**src/rtl/adt7420_poll_ctrl.sv**
```systemverilog
// ============================================================================
// Module   : adt7420_poll_ctrl
// Brief    : ADT7420 sequencer that configures the sensor once, then polls
//            its 16-bit temperature register through a byte-level I2C engine.
// Revision : 1.0 - initial release
// ============================================================================
`default_nettype none

module adt7420_poll_ctrl #(
    parameter logic [6:0] DEV_ADDR    = 7'h4B,
    parameter logic [7:0] CFG_VALUE   = 8'h80,
    parameter int         POLL_CYCLES = 100_000_000,
    parameter int         MAX_RETRY   = 3
) (
    input  logic        system_clk,
    input  logic        Rst,
    input  logic        enable,
    output logic        cmd_valid,
    input  logic        cmd_ready,
    output logic [2:0]  cmd,
    output logic [7:0]  cmd_data,
    input  logic        rsp_valid,
    input  logic [7:0]  rsp_data,
    input  logic        rsp_nack,
    output logic [15:0] temperature,
    output logic        temp_valid,
    output logic        busy,
    output logic        fault,
    output logic [7:0]  err_cnt
);

    localparam logic [2:0]  c_CMD_START = 3'd0;
    localparam logic [2:0]  c_CMD_WRITE = 3'd1;
    localparam logic [2:0]  c_CMD_RACK  = 3'd2;
    localparam logic [2:0]  c_CMD_RNACK = 3'd3;
    localparam logic [2:0]  c_CMD_STOP  = 3'd4;
    localparam logic [26:0] c_POLL_LOAD = 27'(POLL_CYCLES - 1);

    // LAUNCH keeps cmd_valid low for the cycle in which reset is released
    typedef enum logic [2:0] {
        ST_LAUNCH = 3'd0,
        ST_OFFER  = 3'd1,
        ST_RESP   = 3'd2,
        ST_WAIT   = 3'd3,
        ST_FAULT  = 3'd4
    } state_t;

    state_t      r_state;
    state_t      w_state_nxt;
    logic        r_is_read;
    logic [2:0]  r_step;
    logic        r_abort;
    logic [1:0]  r_retry;
    logic [26:0] r_poll;
    logic [7:0]  r_msb;
    logic [7:0]  r_lsb;
    logic [15:0] r_temp;
    logic        r_temp_valid;
    logic [7:0]  r_err_cnt;

    logic [2:0]  w_seq_cmd;
    logic [7:0]  w_seq_data;
    logic        w_rsp;
    logic        w_retry_done;

    // Command table indexed by step; an aborted sequence only ever emits STOP
    always_comb begin
        w_seq_cmd  = c_CMD_STOP;
        w_seq_data = 8'h00;
        if (r_is_read) begin
            case (r_step)
                3'd0:    w_seq_cmd = c_CMD_START;
                3'd1:    begin w_seq_cmd = c_CMD_WRITE; w_seq_data = {DEV_ADDR, 1'b0}; end
                3'd2:    begin w_seq_cmd = c_CMD_WRITE; w_seq_data = 8'h00;            end
                3'd3:    w_seq_cmd = c_CMD_START;
                3'd4:    begin w_seq_cmd = c_CMD_WRITE; w_seq_data = {DEV_ADDR, 1'b1}; end
                3'd5:    w_seq_cmd = c_CMD_RACK;
                3'd6:    w_seq_cmd = c_CMD_RNACK;
                default: w_seq_cmd = c_CMD_STOP;
            endcase
        end else begin
            case (r_step)
                3'd0:    w_seq_cmd = c_CMD_START;
                3'd1:    begin w_seq_cmd = c_CMD_WRITE; w_seq_data = {DEV_ADDR, 1'b0}; end
                3'd2:    begin w_seq_cmd = c_CMD_WRITE; w_seq_data = 8'h03;            end
                3'd3:    begin w_seq_cmd = c_CMD_WRITE; w_seq_data = CFG_VALUE;        end
                default: w_seq_cmd = c_CMD_STOP;
            endcase
        end
        if (r_abort) begin
            w_seq_cmd  = c_CMD_STOP;
            w_seq_data = 8'h00;
        end
    end

    assign w_rsp        = (r_state == ST_RESP) && rsp_valid;
    assign w_retry_done = ({30'd0, r_retry} >= 32'(MAX_RETRY));

    always_ff @(posedge system_clk) begin
        if (Rst) begin
            r_state <= ST_LAUNCH;
        end else begin
            r_state <= w_state_nxt;
        end
    end

    always_comb begin
        w_state_nxt = r_state;
        cmd_valid   = 1'b0;
        cmd         = 3'd0;
        cmd_data    = 8'h00;
        busy        = 1'b0;
        fault       = 1'b0;
        case (r_state)
            ST_LAUNCH: w_state_nxt = ST_OFFER;
            ST_OFFER: begin
                cmd_valid = 1'b1;
                cmd       = w_seq_cmd;
                cmd_data  = w_seq_data;
                busy      = 1'b1;
                if (cmd_ready) begin
                    w_state_nxt = ST_RESP;
                end
            end
            ST_RESP: begin
                busy = 1'b1;
                if (w_rsp) begin
                    if (w_seq_cmd != c_CMD_STOP) begin
                        w_state_nxt = ST_OFFER;
                    end else if (r_abort && !r_is_read) begin
                        w_state_nxt = w_retry_done ? ST_FAULT : ST_OFFER;
                    end else begin
                        w_state_nxt = ST_WAIT;
                    end
                end
            end
            ST_WAIT: begin
                if ((r_poll == 27'd0) && enable) begin
                    w_state_nxt = ST_OFFER;
                end
            end
            ST_FAULT: fault = 1'b1;
            default:  w_state_nxt = ST_LAUNCH;
        endcase
    end

    always_ff @(posedge system_clk) begin
        if (Rst) begin
            r_is_read    <= 1'b0;
            r_step       <= 3'd0;
            r_abort      <= 1'b0;
            r_retry      <= 2'd0;
            r_poll       <= 27'd0;
            r_msb        <= 8'h00;
            r_lsb        <= 8'h00;
            r_temp       <= 16'h0000;
            r_temp_valid <= 1'b0;
            r_err_cnt    <= 8'h00;
        end else begin
            r_temp_valid <= 1'b0;
            if (w_rsp) begin
                if (w_seq_cmd == c_CMD_STOP) begin
                    r_step  <= 3'd0;
                    r_abort <= 1'b0;
                    r_poll  <= c_POLL_LOAD;
                    if (!r_abort) begin
                        r_retry <= 2'd0;
                        if (r_is_read) begin
                            r_temp       <= {r_msb, r_lsb};
                            r_temp_valid <= 1'b1;
                        end
                    end
                    // A failed config attempt repeats config; everything else polls
                    if (r_is_read || !r_abort) begin
                        r_is_read <= 1'b1;
                    end
                end else if ((w_seq_cmd == c_CMD_WRITE) && rsp_nack) begin
                    r_abort <= 1'b1;
                    if (r_err_cnt != 8'hFF) begin
                        r_err_cnt <= r_err_cnt + 8'd1;
                    end
                    if (!r_is_read) begin
                        r_retry <= r_retry + 2'd1;
                    end
                end else begin
                    if (w_seq_cmd == c_CMD_RACK) begin
                        r_msb <= rsp_data;
                    end
                    if (w_seq_cmd == c_CMD_RNACK) begin
                        r_lsb <= rsp_data;
                    end
                    r_step <= r_step + 3'd1;
                end
            end else if ((r_state == ST_WAIT) && (r_poll != 27'd0)) begin
                r_poll <= r_poll - 27'd1;
            end
        end
    end

    assign temperature = r_temp;
    assign temp_valid  = r_temp_valid;
    assign err_cnt     = r_err_cnt;

endmodule

`default_nettype wire
```
**config.mk**
```make
export PLATFORM = sky130hd
export DESIGN_NAME = adt7420_poll_ctrl
export DESIGN_NICKNAME = d
export VERILOG_FILES = /design/src/rtl/adt7420_poll_ctrl.sv
export SDC_FILE = /design/constraint.sdc
export NUM_CORES = 1
export LEC_CHECK = 0
export ABC_AREA = 1
export BUFFER_PORTS_ARGS = -buffer_cell sky130_fd_sc_hd__buf_2
export CORE_ASPECT_RATIO = 0.5
export CORE_MARGIN = 2
export CORE_UTILIZATION = 58
export DETAILED_ROUTE_END_ITERATION = 10
export GPL_ROUTABILITY_DRIVEN = 0
export HOLD_SLACK_MARGIN = 0.12
export PLACE_DENSITY = 0.8
export SLEW_MARGIN = 20
export SYNTH_ARGS = -nofsm -noshare
export SYNTH_HDL_FRONTEND = slang
export SYNTH_SLANG_ARGS = --single-unit
```
**constraint.sdc**
```tcl
create_clock -name system_clk -period 3.5 [get_ports system_clk]
set_clock_uncertainty 0.15 [all_clocks]
set_input_delay 0.175 -clock system_clk [delete_from_list [all_inputs] [get_ports system_clk]]
set_output_delay 0.175 -clock system_clk [all_outputs]
set_load 0.01 [all_outputs]
```
Word level (Yosys, flattened, before mapping)
Cells that the tools add are included.
W data, S select, Z words.

storage, ports and cells
  register bits = 78
  latch bits = 0
  bits in writable memories = 0
  bits in read-only memories = 0
  input port bits = 14
  output and inout port bits = 39
  memories kept = 0

cells by class
  add/subtract/negate cells = 4
  $mul = 0
  div/mod/pow operators = 0
  order comparisons = 1
  equality and inequality tests = 23
  shifts and indexed selects = 0
  muxes and demuxes = 32
  bitwise operators = 5
  reduce and logical (&&, ||, !) cells = 29

operator list
  kind                     count
  $mux W27                 3
  $mux W3                  11
  $logic_not A27 Y1        1
  $reduce_bool A27 Y1      1
  $sub A27 B1 Y27 const B  1
  $mux W8                  3
  $pmux W8 S3              1
  $reduce_and A4 Y1        6
  $eq A3 B2 Y1 const B     6
  $pmux W8 S2              1
  $eq A3 B3 Y1 const B     5
  $pmux W3 S5              1
  $pmux W3 S4              1
  $ne A2 B2 Y1 const B     5
  $eq A3 B1 Y1 const B     3
  $add A8 B1 Y8 const B    1
  $mux W2                  4
  $ne A8 B8 Y1 const B     1
  $logic_not A3 Y1         2
  $mux W1                  6
  $pmux W3 S2              1
  $reduce_and A2 Y1        3
  $reduce_or A3 Y1         2
  $logic_and A1 B1 Y1      5
  other kinds (12)         20

Depth between registers and ports, before layout
  depth after elaboration = 9
  gate-level depth with buffers = 14
  depth with buffers taken out = 13

Worst setup path before layout
OpenSTA, ideal clock, no wires.

  kind = flip-flop to output port
  start point = reg r_state[0]
  end point = out cmd_data[4]
  data arrival time = 1.617 ns
  data required time = 3.175 ns
  slack = 1.558 ns
  cell stages (with the launch flop) = 8
  buffers on the path = 1
  cells stage by stage = dfxtp_1 -> inv_1 -> nor3_1 -> inv_1 -> nor2_1 -> nand2_1 -> a21oi_1 -> buf_4

between the ends
  cells in the longest elaborated chain, start to end = 2

RTL lines
  item                      RTL line  source
  start: declaration        48        state_t r_state;
  start signal: assignment  103       r_state <= w_state_nxt;
  $eq A3 B1 Y1              114       case (r_state)
  $mux W8                   114
  end: declaration          21        output logic [7:0] cmd_data,

Every way passes these cells.

Worst setup path in the final report
  start point = reg r_step[0]
  end point = reg r_err_cnt[6] (netlist: err_cnt[6])

between the ends
  cells in the longest elaborated chain, start to end = 8
  elaborated cells on any way between the ends = 19
  classes of those cells = eq/ne: 8; mux: 4; bitwise: 1; reduce/logical: 6

RTL lines
  item                                                            RTL line  source
  start: declaration                                              51        logic [2:0] r_step;
  start signal: assignment                                        192       r_step <= r_step + 3'd1;
  $eq A3 B2 Y1 (tied with other cells)                            71, 82
  $reduce_or A3 Y1 (no line) or $reduce_or A2 Y1 (tied branches)  --
  $pmux W3 S4 or $pmux W3 S2 (tied branches)                      71, 82
  $mux W3 *                                                       70        if (r_is_read) begin
  $mux W3 *                                                       90        if (r_abort) begin
  $eq A3 B1 Y1 or $eq A3 B3 Y1 (tied branches)                    177, 162
  $logic_and A1 B1 Y1 or $not A1 Y1 (tied branches)               --
  $reduce_and A4 Y1 (no line) *                                   --
  end signal: assignment                                          180       r_err_cnt <= r_err_cnt + 8'd1;
  end: declaration                                                59        logic [7:0] r_err_cnt;

Mark *: on every way between the ends. The rest lies on a longest branch, timed or not.
A chain may end at the register's enable or synchronous reset.

==> impl_metrics.yaml <==
setup_path:
  cp.required_ns: 3.55
  worstSetupEndpointType: "flip-flop"
  reg2reg_slack_ns: 1.22
  critical-path-slowest-cell: "dfxtp_1"
  cp_slowest_stage_delay_ns: 0.41
  r2r_cells: 12
  critPathArrivalTime_ns: 2.33
  crit_path_cell_trace: "inv_1, ha_1, nand2_1, nand2_1, nand2_1, nand2_1, inv_2, nand4_2, nor2_4, nand2_2, nand2_1, a21oi_1"
  startpoint_type: "flip-flop"
  cp_max_fo: 10
  path_class: "reg2reg"
  path_common_cell: "nand2_1"
floorplan:
  start_util_pct: 61.1
  die_w_um: 124
  num_io_pins: 53
  die-area_um2: 7930
  fp.dieH_um: 64.0
  core_um2: 6830
  row_count: 21
power:
  ir_drop_mv: 0.304
  p_leak_uw: 0.00223
  powerDensity_nw_per_um2: 720
  power_uw: 3470
cells_and_area:
  final_cells: 757
  drive_gt1_share_pct: 15.0
  final-seq-area_um2: 1560
  fin_nets: 684
  fillCellCount: 596
  n_antenna_cell: 0
  area_growth_pct: 15.4
  multi_input_area_um2: 2310
yosys:
  synthMuxAreaShare_pct: 0
  synthDistinctLibCells: 40
  synth_xor_area_share_pct: 3.57
  yosys.area_share.simple_pct: 36.8
  synth_top_area_share_pct: 37.4
  ys_ff_latch: 78
  yosys.area.top_type: "dfxtp_1"
  postSynthAreaPerCell_um2: 6.85
  synth_area_leaders: "dfxtp_1 (37%), nand2_1 (12%), nor2_1 (11%)"
  ys_seq_area_share_pct: 37.4
  synth-compound-area-share_pct: 11.9
  yosysWarningCount: 0
  async_flop_share_pct: 0
  ys.flop_type: "dfxtp_1"
  synthAdderAreaFrac_pct: 2.70
  synth_area_um2: 4170
  synth_edf_count: 0
  synth_top_family_by_area: "simple AND/OR/NAND/NOR gates"
  synthCells: 609
sta:
  fin_ws_ns: 1.22
  post-route-period-util_pct: 65.0
  fin_crit_ns: 2.28
  fmax_ghz: 0.439
  maxSlewHeadroom_pct: 41.1
  rsz0062_at_grt: "no"
  finalSetupTns_ns: 0
  setup_violations: 0
  hold_violations: 0
  drv_slew: 0
  worst_pin_slew_ns: 0.883
clocking:
  numCtsBuffers: 9
  htreeDepth: 3
  root_buffer: "clkbuf_16"
  cts_sinks: 78
  clk_latency_ns: 0.34
  cts_hold_buf: 9
  cts_resized: 0
  postCtsSetupBuffers: 0
  cts_tree: "built"
  cts_buffer_depth: 2
  clkTransAtPathRegs_ns: 0.06
global_route:
  grt_pass1_vias: 3766
  grt_use_total_pct: 26.2
  overflow: 0
  grt_pass1_wl_um: 16500
  antenna_found_initial: 0
  grt_max_degree: 41
min_path:
  worstHoldPathCells: 5
  min_path_type: "in2reg"
detailed_routing:
  drt_first_pass_iters: 5
  drc: 0
  viasPerCell: 5.30
  wire_per_inst_um: 12.5
  num_vias: 4015
  antenna_left: 0
  wl_um: 9490
  drtIter0Drc: 190
place:
  dp_cells: 733
  portBuffers: 49
  dp_slack_ns: 1.28
  dp_hpwl_um: 6480
run_status:
  outcome: "completed"
flow_run:
  maxCapViolations: 0
-- final timing paths --
kind / from / end
max: r_step[0]$_SDFFE_PP0P_ / err_cnt[6]$_SDFFE_PP0P_
min: enable / r_state[0]$_SDFFE_PP0P_
max reg2reg: r_step[0]$_SDFFE_PP0P_ / err_cnt[6]$_SDFFE_PP0P_
min reg2reg: temperature[5]$_SDFFE_PP0P_ / temperature[5]$_SDFFE_PP0P_
-- placed cells by master, fill, tap and decap left out, types with 4 or more instances in the layout --
cell	netlist	routed
nor2_1	126	126
o21ai_0	33	33
o21ai_1	10	10
nand3b_1	4	4
ha_1	9	9
nand2_2	6	6
dfxtp_1	78	78
nand2_1	130	130
xnor2_1	8	8
clkbuf_16	0	9
nand3_1	44	44
inv_2	8	8
dlygate4sd3_1	0	9
a21oi_1	50	50
xor2_1	9	9
buf_2	1	49
nand4_1	12	12
nand2_4	4	4
inv_1	31	31
-- cells in the mapped netlist (3+ instances only) --
cell	n
nor2_4	3
inv_2	8
ha_1	9
o21ai_0	33
nor2_2	3
xor2_1	9
nand2_1	130
o21ai_1	10
xnor2_1	8
clkbuf_1	8
nand3_1	44
nand2_2	6
buf_4	5
nand2_4	4
inv_1	31
a21oi_1	50
nand4_1	12
buf_6	4
nand3b_1	4
dfxtp_1	78
nor2_1	126
-- sequential cells by signal (all words and copies together), names as in the netlist --
signal	cells
r_step	3
r_abort	1
temp_valid	1
temperature	16
r_msb	8
r_state	3
r_poll	27
r_retry	2
err_cnt	8
r_lsb	8
r_is_read	1
-- cell families (layout without fill, tap and decap cells) --
logic type	after synthesis	in the layout
and+or+nand+nor	343	343
adders and majority gates	9	9
other	1	3
xor gates and xnor gates	17	17
buffers and inverters	64	118
AOI/OAI and AO/OA	97	97
DFF	78	78
-- layout make-up --
class                   instances  area share (%)
multi-input cells             469            47.9
flip-flops and latches         78            32.4
repair buffers                 59            7.12
clock buffers                  10            4.76
inverters                      44            3.64
well taps                      92            2.39
clock inverters                 5            1.77
-- power breakdown --
part | total, µW | switching (µW) | internal (µW)
Combinational | 1490 | 916 | 571
Clock | 983 | 360 | 623
Sequential | 1000 | 61.3 | 938
Total | 3470 | 1340 | 2130
-- metal layers --
layer	vias to the layer above	share of wire (%)	global-route usage [%]
li1	2074	-	-
met1	1836	46	31.8
met2	89	48	45.3
met3	16	5.0	7.32
met4	0	1.3	7.87
met5	-	0	0
-- critical path, delay by kind of cell, from the launching register on --
family / cells / cell delay [ns]
AND/OR/NAND/NOR: 8 / 1.09
adder cells (fa/ha/maj): 1 / 0.26
buffers and inverters: 2 / 0.16
flip-flops: 1 / 0.41
AO/OA/AOI/OAI: 1 / 0.07
-- metrics by stage --
stage,hold slack (ns),instance area [µm²],util [%]
after detailed placement,0.281,4410,64.6
after global routing,0.209,4810,70.5
after floorplan,0.160,4180,-
after global placement,0.276,4410,64.6
final,0.129,4810,70.5
after CTS,0.124,4810,70.5
Power figures use the tool's default switching activity.
